[src/rtl/vl_pipe_catch_fifo.sv]
// Credit-managed catch buffer behind a fixed-latency, non-stallable pipe.
// Credits cover words in flight, so a well-behaved upstream never overruns the FIFO.
module vl_pipe_catch_fifo #(
  parameter int DW    = 8,
  parameter int DEPTH = 8,
  parameter int CNT_W = 4
) (
  input  logic             clk,
  input  logic             reset,
  input  logic             clr,
  input  logic             issue,
  output logic             crd_avail,
  input  logic             in_vld,
  input  logic [DW-1:0]    in_data,
  output logic             out_vld,
  output logic [DW-1:0]    out_data,
  input  logic             out_rdy,
  output logic [CNT_W-1:0] count,
  output logic [CNT_W-1:0] crd_cnt,
  output logic             err
);

  localparam int PTR_W = (DEPTH > 1) ? $clog2(DEPTH) : 1;
  localparam logic [CNT_W-1:0] DEPTH_C = CNT_W'(DEPTH);
  localparam logic [PTR_W-1:0] LAST_C  = PTR_W'(DEPTH - 1);

  logic [DW-1:0]    r_mem [DEPTH];
  logic [PTR_W-1:0] r_wr_ptr;
  logic [PTR_W-1:0] r_rd_ptr;
  logic [CNT_W-1:0] r_count;
  logic [CNT_W-1:0] r_crd;
  logic             r_err;

  logic             w_clear;
  logic             w_pop;
  logic             w_full;
  logic             w_wr_en;
  logic             w_drop;
  logic             w_issue_ok;
  logic             w_issue_err;
  logic [CNT_W-1:0] w_count_next;
  logic [CNT_W-1:0] w_crd_next;

  assign w_clear = reset | clr;
  assign w_pop   = (r_count != '0) & out_rdy;
  assign w_full  = (r_count == DEPTH_C);
  // A full FIFO still accepts a word if the head leaves in the same cycle.
  assign w_wr_en = in_vld & (~w_full | w_pop);
  assign w_drop  = in_vld & w_full & ~w_pop;

  // An issue at zero credits is only legal when a pop frees a slot this cycle.
  assign w_issue_ok  = issue & ((r_crd != '0) | w_pop);
  assign w_issue_err = issue & (r_crd == '0) & ~w_pop;

  always_comb begin
    w_count_next = r_count;
    case ({w_wr_en, w_pop})
      2'b10:   w_count_next = r_count + 1'b1;
      2'b01:   w_count_next = r_count - 1'b1;
      default: w_count_next = r_count;
    endcase
  end

  always_comb begin
    w_crd_next = r_crd;
    case ({w_issue_ok, w_pop})
      2'b10:   w_crd_next = r_crd - 1'b1;
      2'b01:   w_crd_next = r_crd + 1'b1;
      default: w_crd_next = r_crd;
    endcase
  end

  always_ff @(posedge clk) begin
    if (w_clear) begin
      r_wr_ptr <= '0;
      r_rd_ptr <= '0;
      r_count  <= '0;
      r_crd    <= DEPTH_C;
      r_err    <= 1'b0;
    end else begin
      if (w_wr_en) r_wr_ptr <= (r_wr_ptr == LAST_C) ? '0 : r_wr_ptr + 1'b1;
      if (w_pop)   r_rd_ptr <= (r_rd_ptr == LAST_C) ? '0 : r_rd_ptr + 1'b1;
      r_count <= w_count_next;
      r_crd   <= w_crd_next;
      r_err   <= r_err | w_drop | w_issue_err;
    end
  end

  // Storage is never cleared; only the pointers and counters are.
  always_ff @(posedge clk) begin
    if (w_wr_en && !w_clear) r_mem[r_wr_ptr] <= in_data;
  end

  assign out_data  = r_mem[r_rd_ptr];
  assign out_vld   = (r_count != '0);
  assign crd_avail = (r_crd != '0);
  assign count     = r_count;
  assign crd_cnt   = r_crd;
  assign err       = r_err;

endmodule
[config.mk]
export PLATFORM = sky130hd
export DESIGN_NAME = vl_pipe_catch_fifo
export DESIGN_NICKNAME = d
export VERILOG_FILES = /design/src/rtl/vl_pipe_catch_fifo.sv
export SDC_FILE = /design/constraint.sdc
export NUM_CORES = 1
export LEC_CHECK = 0
export CAP_MARGIN = 30
export CORE_MARGIN = 2
export CORE_UTILIZATION = 50
export DETAILED_ROUTE_END_ITERATION = 7
export PLACE_DENSITY = 0.71
export SLEW_MARGIN = 5
export SYNTH_ARGS = -nofsm -noshare
export SYNTH_HDL_FRONTEND = slang
export SYNTH_SLANG_ARGS = --single-unit
[constraint.sdc]
create_clock -name clk -period 2.95 [get_ports clk]
set_clock_uncertainty 0.15 [all_clocks]
set_input_delay 0.295 -clock clk [delete_from_list [all_inputs] [get_ports clk]]
set_output_delay 0.295 -clock clk [all_outputs]
set_load 0.005 [all_outputs]
==> results of run 1 <==
-- cell usage after synthesis (all sizes together) --
| library cell | count | area (µm²) |
|---|---|---|
| a32oi | 2 | 17.5 |
| nor3b | 1 | 7.51 |
| o221ai | 1 | 8.76 |
| fa | 1 | 20.0 |
| buf | 10 | 55.1 |
| nor2b | 1 | 6.26 |
| xnor2 | 5 | 43.8 |
| a211o | 1 | 8.76 |
| nand2 | 8 | 30.0 |
| dfxtp | 18 | 360 |
| mux2i | 5 | 50.1 |
| a31o | 1 | 8.76 |
| mux2 | 9 | 101 |
| or4 | 3 | 22.5 |
| ha | 7 | 87.6 |
| nor3 | 7 | 35.0 |
| mux4 | 16 | 360 |
| o311a | 1 | 10.0 |
| a2111oi | 2 | 17.5 |
| nor4b | 2 | 17.5 |
| or2 | 2 | 12.5 |
| a41oi | 1 | 8.76 |
| nor2 | 17 | 63.8 |
| nand3 | 3 | 20.0 |
| a21o | 1 | 7.51 |
| nand2b | 3 | 18.8 |
| a311oi | 2 | 17.5 |
| and2 | 1 | 6.26 |
| inv | 5 | 18.8 |
| o2111a | 2 | 22.5 |
| a21oi | 5 | 25.0 |
| xor2 | 1 | 8.76 |
| or3 | 3 | 18.8 |
| edfxtp | 64 | 1920 |
| o32a | 1 | 10.0 |
| a221oi | 1 | 15.0 |
| o21ai | 2 | 10.0 |
| clkbuf | 4 | 15.0 |
| o41ai | 2 | 36.3 |
-- state kept, by name, summed over array words and instances, names as in the netlist, named ones only --
signal    count
r_mem        64
count         4
err           1
crd_cnt       4
r_wr_ptr      3
r_rd_ptr      3
-- worst paths after layout --
check | to | slack [ps]
min | r_rd_ptr[2] | 340
min reg2reg | r_rd_ptr[2] | 340
max | out_data[3] | 240
max reg2reg | count[2] | 450
-- per-stage QoR --
step / util / setup slack [ps] / instance area (µm²) / total power, mW
finish: 0.623 / 241 / 4230 / 2.31
CTS: 0.623 / 189 / 4230 / 2.33
global route: 0.623 / 122 / 4230 / 2.40
floorplan: - / 466 / 3530 / 1.40
global placement: 0.591 / 262 / 4020 / 1.47
detailed placement: 0.591 / 150 / 4020 / 1.47
-- area by class of cell --
type	count	share of cell area
Multi-Input combinational cell	120	0.273
Clock buffer	9	0.0293
Timing Repair Buffer	48	0.104
Clock inverter	7	0.0219
Inverter	5	0.00443
Sequential cell	82	0.539
Tap cell	96	0.0284
-- layer usage --
layer,part of all wire,up-vias,global-route usage
met1,0.43,1009,0.240
met5,0,-,0
met2,0.50,54,0.296
met4,0.033,0,0.108
li1,-,959,-
met3,0.038,13,0.0320
-- report_power, final --
part           switching (mW)  internal, mW
clock network           0.391         0.475
registers              0.0187          1.25
logic                  0.0777        0.0930
-- worst min-delay path: stages, from the launching register on --
cell and delay (ps):
dfxtp_1 320, nand2_1 50, a21oi_1 70
-- cells by family (layout without fill, tap and decap cells) --
logic type,after synthesis,after routing
compound gates,25,25
xor+xnor,6,6
fa+ha+maj,8,8
buf+inv,19,69
flops,82,82
mux,30,30
simple gates,51,51
==> impl_metrics.toml, run 1 <==
[detailed_routing]
drc_errors = 0
dr.pass1.iters = 4
drtAntennaViolNets = 0
via_count = 2035
drt_iter0_drc = 120
via_per_inst = 5.54
wl_per_cell_um = 17.3
drt-total-wl_um = 6360

[logic_synthesis]
synthXorXnorAreaFrac = 0.0149
synth.avg_cell_area_um2 = 16.0
yosysUniqueCellTypes = 46
seq_area_frac_synth = 0.647
synth_compound_area_frac = 0.0635
synth.mux.area_fraction = 0.145
yosys_warnings = 0
netlist_instances = 221
yosys_register_bits = 82
synth_top_family_by_area = "multiplexers"
synth_fa_ha_area_frac = 0.0305
netlist_area_um2 = 3530
yosys.area_share.simple = 0.0735
syn-num-nets = 243

[setup_path]
critPathSlowestCell = "mux4_2"
crit_chain = "buf_4 > mux4_2 > mux2_2 > clkdlybuf4s50_1"
rr_worst_depth = 7
critPathKind = "register to output port"
crit_path_start_kind = "register"
cp_slowest_stage_delay_ps = 550
crit_cells = 4
r2r_start = "count[1]"
crit_fanout = 16
path_buf_inv = 2
crit_path_end_kind = "output port"
crit_family = "multiplexers"
worstPathArrival_ps = 2260
cp.required_ps = 2510

[sta]
worst_pin_slew_ps = 550
fmax_ghz = 0.369
slew_viol_final = 0
hold_viol_final = 0
fin_tns_setup_ps = 0
post-route-min-period_ps = 2710
min_period_over_period = 0.918
rsz0062_at_grt = "false"
finalSetupViolCount = 0
hold_ws_ps = 341
max_slew_margin = 0.633

[cells_and_area]
mostFrequentLayoutCells = "edfxtp_1, clkdlybuf4s50_1, dfxtp_1"
layout-drive-gt1-share = 0.218
n_antenna_cell = 0
regArea_um2 = 2280
multi_input_area_um2 = 1150
num-fill-cells = 532
final_common_cell = "edfxtp_1"
nets = 288
syn2layout_area_growth_pct = 20.0
fin_cells = 367

[global_routing]
grt_antenna_before_repair = 0
groute.usage.overall = 0.185
grt_first_pass_wirelength_um = 10500
grt_max_degree = 18
overflow = 0
grt_pass1_vias = 2094

[placement]
io_buffers = 32
place_congestion = 0.786
placed_cells = 351
dp_hpwl_um = 4160

[min_path]
hold_class = "register to register"
hp-start = "r_rd_ptr[2]"
worstHoldPathCells = 2

[die]
start_util = 0.519
die-width_um = 88.0
io_pins = 33
die_h_um = 88.0
coreArea_um2 = 6790
die_area_um2 = 7740
rows = 30

[clocking]
ctsHoldBuffers = 0
ctsRootBufferMaster = "clkbuf_8"
cts.sinks = 82
insertion_delay_ps = 340
cts_max_level = 3
cts.path.max_buffers = 2
path_clk_slew_ps = 80
cts_tree = "yes"
post_cts_resized = 0
cts_setup_buffers = 0
cts_made_buffers = 9

[power]
peakVddDrop_mv = 0.243
leakage_nw = 1.44
pwr_density_cell_nw_per_um2 = 546

[job]
maxCapViolCount = 0

[outcome]
status = "completed"
Note: power is estimated with default switching activity, not from simulation.
==> run 2: changes to the inputs <==
--- a/config.mk
+++ b/config.mk
@@ -9,6 +9,7 @@
 export CORE_MARGIN = 2
 export CORE_UTILIZATION = 50
 export DETAILED_ROUTE_END_ITERATION = 7
+export GPL_TIMING_DRIVEN = 0
 export PLACE_DENSITY = 0.71
 export SLEW_MARGIN = 5
 export SYNTH_ARGS = -nofsm -noshare
==> run 2 against run 1 <==
Register-to-register slack worse by 250 ps. Total power is 3.0% lower. Critical path depth grew 1. Largest power group unchanged. Highest routed layer unchanged. Clock power down 8.3%. Cell count decreased by 0.82%. Critical endpoint unchanged.
==> impl_metrics.toml, run 2 (same netlist as run 1, synthesis figures left out) <==
[cells_and_area]
num-fill-cells = 494
nets = 285
utilization = 0.614
layout-drive-gt1-share = 0.205
multi_input_area_um2 = 1160
syn2layout_area_growth_pct = 18.2
largest_register = "r_mem"
final_common_cell = "edfxtp_1"
fin_area_um2 = 4170
fin_cells = 364
largest_reg_flops = 64
regArea_um2 = 2280
mostFrequentLayoutCells = "edfxtp_1, clkdlybuf4s50_1, dfxtp_1"
n_antenna_cell = 0

[placement]
place_congestion = 0.784
placed_area_um2 = 3960
dp_hpwl_um = 4080
io_buffers = 30
placed_cells = 347

[global_routing]
grt_first_pass_wirelength_um = 10100
grt_max_degree = 15
grt_antenna_before_repair = 0
groute.usage.overall = 0.180
overflow = 0
grt_pass1_vias = 2025

[setup_path]
crit_chain = "buf_2 > buf_6 > mux4_2 > mux2_2 > clkdlybuf4s50_1"
crit_fanout = 10
r2r-end = "r_mem[3][3]"
path_buf_inv = 3
rr_worst_depth = 5
cp.required_ps = 2510
r2r_start = "count[1]"
crit_path_end_kind = "output port"
crit_path_start_kind = "register"
cp_slowest_stage_delay_ps = 540
worstPathArrival_ps = 2390
critPathKind = "register to output port"
crit_family = "buffers and inverters"
reg2reg_slack_ps = 200
critPathSlowestCell = "mux4_2"

[sta]
post-route-min-period_ps = 2840
hold_ws_ps = 178
hold_viol_final = 0
max_slew_margin = 0.369
slew_viol_final = 0
finalSetupViolCount = 0
fmax_ghz = 0.352
min_period_over_period = 0.962
worst_pin_slew_ps = 943
rsz0062_at_grt = "false"

[job]
maxCapViolCount = 0

[clocking]
cts_tree = "yes"
path_clk_slew_ps = 80
ctsHoldBuffers = 0
ctsRootBufferMaster = "clkbuf_8"
cts_max_level = 3
insertion_delay_ps = 350
cts.path.max_buffers = 2
cts.sinks = 82
cts_made_buffers = 9

[die]
rows = 30
coreArea_um2 = 6790
io_pins = 33
die_area_um2 = 7740
die_h_um = 88.0
die-width_um = 88.0
start_util = 0.519

[power]
pwr_density_cell_nw_per_um2 = 537
total_power_mw = 2.24
peakVddDrop_mv = 0.254
leakage_nw = 1.40

[detailed_routing]
dr_wl_met3_um = 332
dr.pass1.iters = 4
met2_length_um = 3110
wl_met1_um = 2740
drtAntennaViolNets = 0
top_layer = "met4"
wl_per_cell_um = 17.3
drc_errors = 0
via_count = 2040
drt-total-wl_um = 6300
drt_iter0_drc = 154
via_per_inst = 5.60

[min_path]
hold_class = "input port to register"
worstHoldPathCells = 3
hp-start = "out_rdy"

[outcome]
status = "completed"
run 2: cell types whose count changed in the layout (fill, tap and decap cells not counted), sizes merged:
cell           previous run  this run
buf                      16        11
clkbuf                    9        14
clkdlybuf4s50            32        30
bufinv                    2         1
clkinv                    3         2
clkinvlp                  1         2
run 2: worst max path at each step:
stage               slack, ps  depth (start not counted)     start          end
CTS                        60                          5  register  out_data[3]
finish                    110                          5  register  out_data[3]
floorplan                 470                          5  count[1]  r_mem[4][0]
global route                9                          5  register  out_data[3]
detailed placement        -30                          5       clr  r_mem[3][7]
global placement         -390                          5       clr  r_mem[0][1]
run 2: tightest hold or removal path: stages:
cell,delay (ps)
buf_2,160
nand3_1,90
a21oi_1,70
run 2: power breakdown:
part / internal (mW) / leakage [nW] / switching, mW
registers: 1.26 / 0.723 / 0.0131
clock network: 0.393 / 0.0905 / 0.401
logic: 0.0943 / 0.585 / 0.0846
run 2: area by class of cell:
class,count,area share
buffer,13,0.0177
sequential,82,0.547
tap,96,0.0288
clock inverter,6,0.0159
clock buffer,10,0.0306
inverter,5,0.00450
timing repair buffer,32,0.0756
multi-input combinational,120,0.279
run 2: stage by stage:
stage	setup WS, ps	TNS (ps)
after floorplan	466	0
after global placement	-391	-5800
after detailed placement	-30.9	-243
after CTS	64.0	0
after global routing	8.71	0
final	111	0
run 2: metal layers:
layer | track usage | vias to the layer above
met5 | 0 | -
met1 | 0.230 | 1023
met2 | 0.302 | 53
li1 | - | 955
met4 | 0.0811 | 0
met3 | 0.0302 | 9
run 2: repair_timing:
action	CTS	global route
buffers inserted	0	2
pin swaps	0	1
resized for setup	3	0
endpoints found under the setup margin	8	1
==> run 3: changes to the inputs <==
--- a/config.mk
+++ b/config.mk
@@ -15,3 +15,4 @@
 export SYNTH_ARGS = -nofsm -noshare
 export SYNTH_HDL_FRONTEND = slang
 export SYNTH_SLANG_ARGS = --single-unit
+export TNS_END_PERCENT = 1
==> results of run 3 <==
Final layout, timing and power as in run 2 (identical DEF).
